[src/rtl/hex_pkg.sv]
`default_nettype none
// +----------------------------------------------------------------------+
// | Module : hex_pkg                                                     |
// | Brief  : Shared segment constants, sequencer state type, hex lookup  |
// | Rev    : 1.0  initial release                                        |
// +----------------------------------------------------------------------+
package hex_pkg;

    localparam logic [6:0] SEG_BLANK = 7'h7F;

    typedef enum logic [1:0] {
        IDLE  = 2'd0,
        RUN   = 2'd1,
        PAUSE = 2'd2
    } state_t;

    // Active-low segments, bit0 = segment a.
    function automatic logic [6:0] hex_to_seg(input logic [3:0] val);
        logic [6:0] seg;
        case (val)
            4'h0: seg = 7'h40;
            4'h1: seg = 7'h79;
            4'h2: seg = 7'h24;
            4'h3: seg = 7'h30;
            4'h4: seg = 7'h19;
            4'h5: seg = 7'h12;
            4'h6: seg = 7'h02;
            4'h7: seg = 7'h78;
            4'h8: seg = 7'h00;
            4'h9: seg = 7'h10;
            4'hA: seg = 7'h08;
            4'hB: seg = 7'h03;
            4'hC: seg = 7'h46;
            4'hD: seg = 7'h21;
            4'hE: seg = 7'h06;
            default: seg = 7'h0E;
        endcase
        return seg;
    endfunction

endpackage
`default_nettype wire

[src/rtl/hex_tick_gen.sv]
`default_nettype none
// +----------------------------------------------------------------------+
// | Module : hex_tick_gen                                                |
// | Brief  : Terminal-count divider with enable and synchronous clear    |
// | Rev    : 1.0  initial release                                        |
// +----------------------------------------------------------------------+
module hex_tick_gen #(
    parameter int DIV = 25000000
) (
    input  logic CLOCK_50,
    input  logic RESETn,
    input  logic en,
    input  logic clr,
    output logic tick
);

    localparam int CW = (DIV > 1) ? $clog2(DIV) : 1;

    logic [CW-1:0] cnt_q;
    logic [CW-1:0] cnt_d;
    logic          w_last;

    assign w_last = (cnt_q == CW'(DIV - 1));
    assign tick   = en && !clr && w_last;

    always_comb begin
        cnt_d = cnt_q;
        if (clr) begin
            cnt_d = '0;
        end else if (en) begin
            cnt_d = w_last ? '0 : cnt_q + 1'b1;
        end
    end

    always_ff @(posedge CLOCK_50 or negedge RESETn) begin
        if (!RESETn) begin
            cnt_q <= '0;
        end else begin
            cnt_q <= cnt_d;
        end
    end

endmodule
`default_nettype wire

[src/rtl/hex_scroll_ctrl.sv]
`default_nettype none
// +----------------------------------------------------------------------+
// | Module : hex_scroll_ctrl                                             |
// | Brief  : Message buffer and right-to-left scroller for HEX5..HEX0    |
// | Rev    : 1.0  initial release                                        |
// +----------------------------------------------------------------------+
module hex_scroll_ctrl
    import hex_pkg::*;
#(
    parameter int DEPTH    = 16,
    parameter int TICK_DIV = 25000000,
    parameter int AW       = $clog2(DEPTH)
) (
    input  logic          CLOCK_50,
    input  logic          RESETn,
    input  logic          wr_en,
    input  logic [AW-1:0] wr_addr,
    input  logic [6:0]    wr_data,
    output logic          wr_ready,
    input  logic [AW:0]   len,
    input  logic          start,
    input  logic          pause,
    input  logic          stop,
    output logic          busy,
    output logic [6:0]    HEX0,
    output logic [6:0]    HEX1,
    output logic [6:0]    HEX2,
    output logic [6:0]    HEX3,
    output logic [6:0]    HEX4,
    output logic [6:0]    HEX5
);

    state_t        state_q, state_d;
    logic [AW-1:0] offset_q, offset_d;
    logic [AW:0]   len_q, len_d;
    logic [6:0]    msg_q [DEPTH];
    logic [6:0]    msg_d [DEPTH];
    logic [6:0]    hex_q [6];
    logic [6:0]    hex_d [6];
    logic [AW:0]   pos;

    logic w_start_ok;
    logic w_wr_ok;
    logic w_tick_en;
    logic w_tick_clr;
    logic w_tick;

    assign w_start_ok = start && (len >= (AW+1)'(6)) && (len <= (AW+1)'(DEPTH));
    assign w_wr_ok    = wr_en && (state_q != RUN) && ({1'b0, wr_addr} < (AW+1)'(DEPTH));
    // The counter freezes in the very cycle pause or stop is seen.
    assign w_tick_en  = (state_q == RUN) && !stop && !pause;
    assign w_tick_clr = (state_q == IDLE) || stop;

    hex_tick_gen #(
        .DIV (TICK_DIV)
    ) u_tick (
        .CLOCK_50 (CLOCK_50),
        .RESETn   (RESETn),
        .en       (w_tick_en),
        .clr      (w_tick_clr),
        .tick     (w_tick)
    );

    always_comb begin
        state_d  = state_q;
        offset_d = offset_q;
        len_d    = len_q;
        case (state_q)
            IDLE: begin
                offset_d = '0;
                if (w_start_ok) begin
                    state_d = RUN;
                    len_d   = len;
                end
            end
            RUN: begin
                if (stop) begin
                    state_d  = IDLE;
                    offset_d = '0;
                end else if (pause) begin
                    state_d = PAUSE;
                end else if (w_tick) begin
                    offset_d = (({1'b0, offset_q} + (AW+1)'(1)) == len_q) ? '0 : offset_q + 1'b1;
                end
            end
            PAUSE: begin
                if (stop) begin
                    state_d  = IDLE;
                    offset_d = '0;
                end else if (!pause) begin
                    state_d = RUN;
                end
            end
            default: begin
                state_d  = IDLE;
                offset_d = '0;
            end
        endcase
    end

    always_comb begin
        for (int k = 0; k < DEPTH; k++) begin
            msg_d[k] = msg_q[k];
        end
        if (w_wr_ok) begin
            msg_d[wr_addr] = wr_data;
        end
    end

    // len_q >= 6 in RUN/PAUSE, so one conditional subtract wraps the window.
    always_comb begin
        pos = '0;
        for (int i = 0; i < 6; i++) begin
            pos = {1'b0, offset_q} + (AW+1)'(i);
            if (state_q == IDLE) begin
                pos = (AW+1)'(i);
            end else if (pos >= len_q) begin
                pos = pos - len_q;
            end
            hex_d[5-i] = msg_q[pos[AW-1:0]];
        end
    end

    always_ff @(posedge CLOCK_50 or negedge RESETn) begin
        if (!RESETn) begin
            state_q  <= IDLE;
            offset_q <= '0;
            len_q    <= (AW+1)'(6);
            for (int k = 0; k < DEPTH; k++) begin
                msg_q[k] <= SEG_BLANK;
            end
            for (int i = 0; i < 6; i++) begin
                hex_q[i] <= SEG_BLANK;
            end
        end else begin
            state_q  <= state_d;
            offset_q <= offset_d;
            len_q    <= len_d;
            for (int k = 0; k < DEPTH; k++) begin
                msg_q[k] <= msg_d[k];
            end
            for (int i = 0; i < 6; i++) begin
                hex_q[i] <= hex_d[i];
            end
        end
    end

    assign busy     = (state_q != IDLE);
    assign wr_ready = (state_q != RUN);
    assign HEX0     = hex_q[0];
    assign HEX1     = hex_q[1];
    assign HEX2     = hex_q[2];
    assign HEX3     = hex_q[3];
    assign HEX4     = hex_q[4];
    assign HEX5     = hex_q[5];

endmodule
`default_nettype wire

[config.mk]
export PLATFORM = sky130hd
export DESIGN_NAME = hex_scroll_ctrl
export DESIGN_NICKNAME = d
export VERILOG_FILES = /design/src/rtl/hex_pkg.sv /design/src/rtl/hex_tick_gen.sv /design/src/rtl/hex_scroll_ctrl.sv
export SDC_FILE = /design/constraint.sdc
export NUM_CORES = 1
export LEC_CHECK = 0
export CAP_MARGIN = 20
export CORE_MARGIN = 2
export CORE_UTILIZATION = 60
export CTS_BUF_LIST = sky130_fd_sc_hd__clkbuf_8
export DETAILED_ROUTE_END_ITERATION = 8
export PLACE_DENSITY_LB_ADDON = 0.12
export RECOVER_POWER = 100
export SETUP_SLACK_MARGIN = 0.3
export SKIP_LAST_GASP = 1
export SYNTH_ARGS = -nofsm -noshare
export SYNTH_HDL_FRONTEND = slang
export SYNTH_SLANG_ARGS = --single-unit
[constraint.sdc]
create_clock -name CLOCK_50 -period 6.8 [get_ports CLOCK_50]
set_input_delay 0.68 -clock CLOCK_50 [delete_from_list [all_inputs] [get_ports CLOCK_50]]
set_output_delay 0.68 -clock CLOCK_50 [all_outputs]
set_load 0.005 [all_outputs]
# ---- Word level (Yosys, flattened, before mapping)
# Index checks and enable logic that the tools add are counted.
dict set report word_totals {
  word_cells 139
  register_bits 190
}
dict set report classes {
  reduce_logical 18
  muxes 48
  eq_ne 11
  magnitude_cmp 16
  bitwise 7
  add_sub_neg 13
}
# cell count
set op_table {}
lappend op_table {{$bmux 7 s4} 6}
lappend op_table {{$bwmux 112} 1}
lappend op_table {{$mux 7} 13}
lappend op_table {{$mux 25} 3}
lappend op_table {{$mux 4} 17}
lappend op_table {{$ge 5x5->1 const B} 7}
lappend op_table {{$not 4->5} 7}
lappend op_table {{$demux 7 s4} 1}
lappend op_table {{$add 25x1->25 const B} 1}
lappend op_table {{$eq 25x25->1 const B} 1}
lappend op_table {{$ge 5x5->1} 5}
lappend op_table {{$sub 4x4->4} 6}
lappend op_table {{$add 4x2->5 const B} 2}
lappend op_table {{$add 4x3->5 const B} 2}
lappend op_table {{$mux 2} 5}
lappend op_table {{$ne 3x3->1 const B} 3}
lappend op_table {{$logic_and 1x1->1} 8}
lappend op_table {{$pmux 4 s2} 1}
lappend op_table {{$pmux 2 s3} 1}
lappend op_table {{$reduce_and 3->1} 2}
lappend op_table {{$add 4x1->5 const B} 1}
lappend op_table {{$eq 5x5->1} 1}
lappend op_table {{$ge 4x5->1} 1}
lappend op_table {{$ge 5x3->1 const B} 1}
lappend op_table {{other kinds (13)} 17}

# ---- Logic depth before layout (Yosys ltp)
dict set report logic_depth {
  depth_word 9
  ltp_mapped 15
  ltp_nobuf 13
}

# ---- By module
# Synthesis repeated with hierarchy kept, for this count alone.
dict set report hier_totals {
  cells_unflattened 1482
  area_unflattened_um2 14621.5
}
# mod n_inst cells_each area_per_inst_um2 seq_area_each_um2
set modules_own_cells {}
lappend modules_own_cells {hex_scroll_ctrl 1 1321 13188.9 4324.1}
lappend modules_own_cells {hex_tick_gen 1 161 1432.6 625.6}

# ---- Least setup slack after synthesis
# No wires, ideal clock.
dict set report synth_path {
  kind {flip-flop to flip-flop}
  from {register offset_q[2]}
  to {register hex_q, in the netlist HEX0[5]}
  period_less_slack_ps 3947
  arrival_time_ps 3853
  slack_ps 2853
  n_path_buf 2
  setup_time_ps 94
  path_stages_with_launch 15
  path_cell_list {dfrtp_1 clkbuf_1 inv_1 ha_1 a21oi_1 xnor2_1 ha_1 and4b_1 or3_1 o22ai_4 mux2i_1 buf_1 mux2i_1 o22ai_1 or4_1}
}
# item line
set synth_lines {}
lappend synth_lines {{from (decl)} hex_scroll_ctrl.sv:34} ;# logic [AW-1:0] offset_q, offset_d;
lappend synth_lines {{from (signal assigned)} hex_scroll_ctrl.sv:137} ;# offset_q <= offset_d;
lappend synth_lines {{to (signal, indexed assignment)} hex_scroll_ctrl.sv:143} ;# hex_q[i] <= hex_d[i];
lappend synth_lines {{to (decl)} hex_scroll_ctrl.sv:38} ;# logic [6:0] hex_q [6];

==> reports/metrics.cfg <==
[run_status]
status = finished, violations left
violations = max-capacitance violations, max-slew violations

[critical_path]
required_ns = 7.21
crit_path_end_kind = flip-flop
ff2ff_path_depth = 13
critPathMaxFanout = 49
arrival_ns = 6.16
critical_path_class = flip-flop to flip-flop
critPathLaunchType = flip-flop

[routing]
dr_total_vias = 12800
antenna_left = 0
first_pass_iters = 6
via_per_inst = 7.26
routed_wl_um = 50900
wl_per_cell_um = 28.9
drcViolationCount = 0
first_iter_violations = 1746

[cells_and_area]
finalCoreUtilization_pct = 67.0
area_growth_syn_to_layout_pct = 9.43
drive_gt1_share_pct = 25.7
finish.net_count = 1484

[clocking]
cts-root-buf = clkbuf_8
cts.clk_slew.worst_paths_ns = 0.14
cts_setup_buffers = 0
clkLatencyLatePin_ns = 0.52
cts_sinks = 190
cts.htree.levels = 4
cts_tree = built
cts_resized = 0
cts_hold_buf = 0
clk_path_buf_depth = 2
cts_buffers = 17

[power]
power_switching_uw = 1880
powerDensity_nw_per_um2 = 296
intPower_uw = 2790
p_seq_share_pct = 45.7
p_clk_share_pct = 18.5
leakage_uw = 0.00570
max-vdd-ir-drop_mv = 0.206
switching_share_pct = 40.3
p_comb_share_pct = 35.8

[grt]
grt_pass1_wl_um = 75800
grt_overflow = 0
grt_pass1_vias = 12000
antenna_found_initial = 1
grt.total_usage_pct = 40.1
grt_max_degree = 124

[floorplan]
coreArea_um2 = 23500
rows = 56
dieHeight_um = 159
die_area_um2 = 25200
pin_count = 66
die_w_um = 159
start_util_pct = 61.2

[synth]
synth-main-ff-cell = dfstp_2
yosys_warnings = 0
syn_nets = 1449
synth_cell_types = 73
synth_edf_count = 0
synth-seq-cells = 190
synth_area_um2 = 14400
async_flop_share_pct = 100
postSynthCellCount = 1392
ys_seq_area_share_pct = 34.4
synth_area_per_cell_um2 = 10.3

[sta]
setup_viol = 0
finalCritPeriodShare_pct = 84.5
maxSlewHeadroom_pct = -149
hold_violations = 0
skew_ns = 0.0358
tns_ns = 0
maxSlewViolCount = 204
min_period_ns = 5.75
fmax_mhz = 174
rsz0062_at_grt = no
tightest_slew_ns = 3.74

[flow_run]
cap_violations = 6

[placed_design]
port-buffer-count = 65
place.gp.congestion = 1.02
dp_hpwl_um = 35100

[hold_path]
hold_class = input port to async pin

## critical path, cell delays in order, from the launching register on
cell	delay, ns
dfrtp_1	0.62
inv_1	0.17
ha_1	0.22
a21oi_1	0.19
xnor2_1	0.20
ha_1	0.33
and4b_1	0.23
or3_1	0.31
o22ai_1	0.57
mux2i_1	1.02
buf_4	0.83
mux2i_1	0.26
o22ai_1	0.09
or4_1	0.57
## routing by layer
layer | wire length [um] | track usage (%)
met2 | 21200 | 56.9
met4 | 2880 | 19.5
met5 | 118 | 0
met1 | 20100 | 55.5
met3 | 6600 | 12.6
## cells in the mapped netlist, types with 19 or more instances
cell | number | area (um^2)
dfstp_2 | 156 | 4100
mux2i_1 | 229 | 2290
o22ai_1 | 69 | 432
ha_1 | 31 | 388
nor2b_1 | 21 | 131
nor3_1 | 19 | 95.1
mux4_2 | 42 | 946
nand2_1 | 152 | 571
dfrtp_1 | 34 | 851
mux2_2 | 123 | 1390
buf_2 | 21 | 105
or4_1 | 21 | 158
inv_1 | 26 | 97.6
o21ai_0 | 41 | 205
nor2_1 | 61 | 229
a211oi_1 | 23 | 173
a21oi_1 | 59 | 295
clkbuf_1 | 37 | 139
## layout make-up
cell class	instances	area, um^2
Fill cell	1851	7750
Antenna cell	1	2.50
Sequential cell	190	4950
Multi-Input combinational cell	1102	9020
Clock inverter	15	225
Clock buffer	17	234
Timing Repair Buffer	90	798
Inverter	26	97.6
Tap cell	319	399
## cells by family after synthesis
| group | after synthesis | synth area share [%] |
|---|---|---|
| muxes | 394 | 32.2 |
| buffers and inverters | 100 | 3.13 |
| and+or+nand+nor | 353 | 11.8 |
| DFF | 190 | 34.4 |
| adders and majority gates | 35 | 3.26 |
| AOI/OAI and AO/OA | 308 | 14.5 |
| xor gates and xnor gates | 12 | 0.731 |
## cells in the final DEF, fill, tap and decap left out, types with 5 or more instances in the layout
master	n
buf_4	13
a32oi_1	14
a22oi_1	14
a221o_1	9
nand4_1	12
o311ai_1	6
a22o_1	8
nand2_1	152
nor3_1	17
ha_1	31
mux4_2	42
nand3_1	18
clkbuf_8	18
xor2_1	5
xnor2_1	7
o22ai_1	70
or4_1	21
a21o_1	8
clkinv_8	5
dlygate4sd3_1	32
clkbuf_1	11
nand2b_1	12
o21ai_0	46
clkdlybuf4s50_1	32
mux2i_1	226
o31ai_1	11
mux2_2	119
and3_1	5
dfrtp_1	34
nor2_1	59
or2_2	5
dfstp_2	143
dfstp_1	13
nor2b_1	21
a211oi_1	23
inv_1	26
a21oi_1	59
## power by group through the flow
stage	Clock, uW	Sequential [uW]	Combinational (uW)
final	860	2130	1670
after global routing	911	2140	1790
after CTS	868	2100	1680
after detailed placement	0	2120	1670
after global placement	0	2110	1630
after floorplan	0	1880	1130
## flip-flops by register name, indices dropped and copies added, names as in the netlist
register and flops:
offset_q 4, HEX3 7, msg_q 112, HEX5 7
u_tick.cnt_q 25, HEX0 7, HEX4 7, len_q 5
state_q 2, HEX2 7, HEX1 7
## worst paths after layout
| check | startpoint | endpoint | slack [ns] |
|---|---|---|---|
| max | offset_q[2] | HEX0[5] | 1.05 |
| min | RESETn | u_tick.cnt_q[9] | 0.26 |
| max reg2reg | offset_q[2] | HEX0[5] | 1.05 |
| min reg2reg | u_tick.cnt_q[4] | u_tick.cnt_q[4] | 0.50 |
| max in group asynchronous | RESETn | len_q[0] | 2.45 |
| min in group CLOCK_50 | u_tick.cnt_q[4] | u_tick.cnt_q[4] | 0.50 |
## stage by stage
stage               hold WS, ns  power [uW]  setup slack, ns  cell area (um^2)  instances
global route              0.343        4840            0.832             15700       1759
floorplan                 0.384        3010             2.85             14400       1392
finish                    0.256        4660             1.05             15700       1760
CTS                       0.335        4640             1.95             15800       1758
detailed placement        0.480        3790             2.00             15400       1726
global placement          0.469        3740             2.03             15300       1724
No activity file was read; power rests on OpenSTA's default activity.
